`src/rtl/div.sv`:
```
// rtl/div.sv - 32-bit signed/unsigned restoring divider, one quotient bit per cycle.
// Optional macro DIV_ZERO_DETECT_EN adds div_zero and single-edge completion on divisor=0.
module div (
  input  logic        clk,
  input  logic        reset,
  input  logic        start,
  input  logic        sign,
  input  logic [31:0] dividend,
  input  logic [31:0] divisor,
  output logic [31:0] q,
  output logic [31:0] r,
  output logic        busy,
  output logic        done
`ifdef DIV_ZERO_DETECT_EN
  ,
  output logic        div_zero
`endif
);

  typedef enum logic {IDLE, RUN} state_t;

  state_t      state, state_nxt;
  logic [5:0]  cnt;
  logic [31:0] quo;
  logic [31:0] rem;
  logic [31:0] dvs;
  logic        neg_q, neg_r;

  logic [31:0] abs_dd, abs_dv;
  logic [32:0] rem_sh;
  logic [31:0] sub;
  logic        ge;
  logic [31:0] quo_nxt, rem_nxt;
  logic [31:0] q_fin, r_fin;
  logic        last;
  logic        zero_hit;

  assign abs_dd = (sign && dividend[31]) ? (32'd0 - dividend) : dividend;
  assign abs_dv = (sign && divisor[31])  ? (32'd0 - divisor)  : divisor;

  // One restoring step: shift next dividend bit in, subtract if it fits.
  assign rem_sh  = {rem, quo[31]};
  assign ge      = (rem_sh >= {1'b0, dvs});
  assign sub     = rem_sh[31:0] - dvs;
  assign rem_nxt = ge ? sub : rem_sh[31:0];
  assign quo_nxt = {quo[30:0], ge};

  assign q_fin = neg_q ? (32'd0 - quo_nxt) : quo_nxt;
  assign r_fin = neg_r ? (32'd0 - rem_nxt) : rem_nxt;
  assign last  = (cnt == 6'd31);

`ifdef DIV_ZERO_DETECT_EN
  assign zero_hit = (divisor == 32'd0);
`else
  assign zero_hit = 1'b0;
`endif

  always_comb begin
    state_nxt = state;
    busy      = 1'b0;
    case (state)
      IDLE: if (start && !zero_hit) state_nxt = RUN;
      RUN: begin
        busy = 1'b1;
        if (last) state_nxt = IDLE;
      end
      default: state_nxt = IDLE;
    endcase
  end

  always_ff @(posedge clk) begin
    if (reset) state <= IDLE;
    else       state <= state_nxt;
  end

  always_ff @(posedge clk) begin
    if (reset) begin
      cnt   <= 6'd0;
      quo   <= 32'd0;
      rem   <= 32'd0;
      dvs   <= 32'd0;
      neg_q <= 1'b0;
      neg_r <= 1'b0;
      q     <= 32'd0;
      r     <= 32'd0;
      done  <= 1'b0;
`ifdef DIV_ZERO_DETECT_EN
      div_zero <= 1'b0;
`endif
    end else begin
      done <= 1'b0;
      case (state)
        IDLE: if (start) begin
          quo   <= abs_dd;
          rem   <= 32'd0;
          dvs   <= abs_dv;
          neg_q <= sign & (dividend[31] ^ divisor[31]);
          neg_r <= sign & dividend[31];
          cnt   <= 6'd0;
`ifdef DIV_ZERO_DETECT_EN
          // Zero divisor completes immediately with the raw dividend as remainder.
          if (zero_hit) begin
            done     <= 1'b1;
            q        <= 32'hFFFF_FFFF;
            r        <= dividend;
            div_zero <= 1'b1;
          end
`endif
        end
        RUN: begin
          quo <= quo_nxt;
          rem <= rem_nxt;
          cnt <= cnt + 6'd1;
          if (last) begin
            cnt  <= 6'd0;
            done <= 1'b1;
            q    <= q_fin;
            r    <= r_fin;
`ifdef DIV_ZERO_DETECT_EN
            div_zero <= 1'b0;
`endif
          end
        end
        default: cnt <= 6'd0;
      endcase
    end
  end

endmodule
```
`config.mk`:
```
export PLATFORM = sky130hd
export DESIGN_NAME = div
export DESIGN_NICKNAME = d
export VERILOG_FILES = /design/src/rtl/div.sv
export SDC_FILE = /design/constraint.sdc
export NUM_CORES = 1
export LEC_CHECK = 0
export CORE_UTILIZATION = 58
export DETAILED_ROUTE_END_ITERATION = 8
export PLACE_DENSITY = 0.8
export SLEW_MARGIN = 20
export SYNTH_ARGS = -nofsm -noshare
export SYNTH_HDL_FRONTEND = slang
export SYNTH_SLANG_ARGS = --single-unit
```
`constraint.sdc`:
```
create_clock -name clk -period 5.9 [get_ports clk]
set_input_delay 0.59 -clock clk [delete_from_list [all_inputs] [get_ports clk]]
set_output_delay 0.59 -clock clk [all_outputs]
set_load 0.05 [all_outputs]
```
==> reports/metrics.cfg <==
[critical_path]
path_buf_inv=1
required_ns=6.23
cp-end-kind=flip-flop
crit_chain=inv_1, ha_1, a21oi_1, o21ai_0, a22oi_1, and4_4, nand3_4, mux2i_1, ha_1, nand2_1, nor4_2, mux2i_2, a2111o_1, or4b_4, o41ai_2, xnor2_1, a22o_1
r2r_setup_slack_ns=0.95
worst-path-max-fanout=15
crit_family=compound AO/OA/AOI/OAI gates
cp-start-kind=flip-flop
crit_type=flip-flop to flip-flop
slowest_delay_ns=0.55
crit_arrival_ns=5.28
slowest_stage=or4b_4
crit_top_cell=ha_1

[global_routing]
grt_max_degree=71
grt_pass1_vias=10614
overflow=0
antenna_found_initial=0
grt_pass1_wl_um=56200
grt_usage_pct=33.2

[run_status]
status=finished clean

[sta]
fin_crit_ns=4.95
relSlewSlack_pct=31.1
slew_violations=0
max_freq_mhz=202
setup_violations=0
rsz0062_at_grt=no
fin_tns_setup_ns=0
worstMarginPinSlew_ns=1.03
final_hold_viol_count=0
post-route-period-util_pct=83.9
fin_skew_ns=0.0118

[layout]
nets=1760
antenna_cells=0
area_growth_pct=15.3
layout_common_cells=nor2_1, dfxtp_1, a21oi_1
n_fill_cell=1747
layout-drive-gt1-share_pct=5.88
final_common_cell=nor2_1
ff_latch_area_sq_um=3410
multi_input_area_sq_um=7710

[synth]
syn_nets=1699
synthFlopType=dfxtp_1
synth-seq-area-share_pct=28.7
synth_top_family_by_area=compound AO/OA/AOI/OAI gates
synthCells=1593
async_reset_ff_share_pct=0
synthXorXnorAreaFrac_pct=8.50
synthSimpleGateAreaFrac_pct=24.6
avgSynthCellArea_sq_um=7.44
syn_area_sq_um=11900
yosys_warnings=0
ys_ff_latch=170
synth_edf_count=0
synthMuxAreaShare_pct=1.33
yosys.area_share.adder_pct=4.07
synth_compound_area_share_pct=26.5
yosys.cell_types.count=97

[drt]
drt_iter0_drc=1009
wirelength_um=34900
vias=11827
drt_first_pass_iters=7
wire_per_inst_um=18.1
drc_errors=0
viasPerCell=6.12
ant_nets=0

[clock_tree]
cts_made_buffers=17
clock_sinks=170
hold_buffers=0
root_buffer=clkbuf_16
cts_tree=done
cts_setup_buffers=0
worstSkewPairLatency_ns=0.44
clkSlewWorstSetupHoldPaths_ns=0.07
h-tree-depth=4
cts_buffer_depth=2
cts_resized=0

[die]
dieArea_sq_um=21000
die_h_um=145
start_util_pct=60.1
die_w_um=145
design.core.area_sq_um=19700
pin_count=134
rows=51

[power]
seqPwrFrac_pct=16.7
total_power_uw=8730
irDropWorstVdd_v=0.000454
leakage_uw=0.00512
p_int_uw=4000
p_per_area_nw_per_um2=639
clkPwrFrac_pct=12.9
p_sw_uw=4740
comb_power_share_pct=70.4
swShare_pct=54.2

[hold_path]
min_path_type=flip-flop to flip-flop

[placed_design]
dp_hpwl_um=25900
place.gp.congestion=0.948
port_buffers=133

[job]
maxCapViolCount=0

path summary, 6_finish.rpt:
check,endpoint,startpoint,depth (start not counted)
max,r[30],dvs[18],17
min,r[10],r[10],2
max reg2reg,r[30],dvs[18],17
min reg2reg,r[10],r[10],2
metal layers:
layer  GRT usage, %  vias to the layer above  wire (um)
met5              0                        -          0
met4           12.8                        0       1080
met3           4.72                       70       2410
met2           50.6                      427      15200
met1           47.0                     5460      16200
li1               -                     5870          -
metrics by stage:
step                util (%)  hold WS, ns  std cells  worst slack [ns]  cell area [sq um]
floorplan                  -        0.432       1593              1.19              11900
global placement        66.3        0.437       1900              1.21              13100
detailed placement      66.3        0.444       1900              1.06              13100
CTS                     69.3        0.454       1932              1.03              13700
global route            69.3        0.472       1932             0.671              13700
finish                  69.3        0.451       1932             0.951              13700
cell families (layout without fill, tap and decap cells):
logic type	count (synthesis)	in the layout
AOI/OAI and AO/OA	482	482
xor gates and xnor gates	115	115
adders and majority gates	38	38
buffers and inverters	161	235
DFF	170	170
muxes	15	15
and+or+nand+nor	612	612
sequential cells by signal, indices dropped and copies added (netlist names):
name	cells
dvs	32
q	32
quo	32
r	32
rem	32
cnt	6
done	1
neg_q	1
neg_r	1
state	1
cell type report:
type                       count  area share (%)
inverter                      58            1.59
timing repair buffer         145            10.3
multi-input combinational   1262            56.4
clock buffer                  18            3.21
clock inverter                14            1.10
tap                          265            2.43
sequential                   170            24.9
cell usage after synthesis, types with 19 or more instances:
cell      number  area share, %
nand2_1      159            5.0
clkbuf_1      75            2.4
xor2_1        67            5.0
dfxtp_1      170             29
o31ai_1       27            1.7
xnor2_1       48            3.5
nor3_1        33            1.4
or3_1         19            1.0
nor2_1       234            7.4
a211oi_1      83            5.3
a21oi_1      162            6.8
inv_1         54            1.7
o21ai_0       81            3.4
nand3_1       26            1.1
ha_1          37            3.9
and3_1        32            1.7
tightest hold or removal path, delay by kind of cell, from the launching register on:
kind / cells / cell delay (ns)
AND/OR/NAND/NOR: 1 / 0.05
flip-flops: 1 / 0.31
AO/OA/AOI/OAI: 1 / 0.05
power by group through the flow:
stage / clock network [uW] / logic (uW) / registers (uW)
floorplan: 0 / 4630 / 1400
global placement: 0 / 5880 / 1470
detailed placement: 0 / 5940 / 1470
CTS: 1140 / 5980 / 1450
global route: 1190 / 6640 / 1470
finish: 1130 / 6150 / 1460
Note: power is estimated with default switching activity, not from simulation.
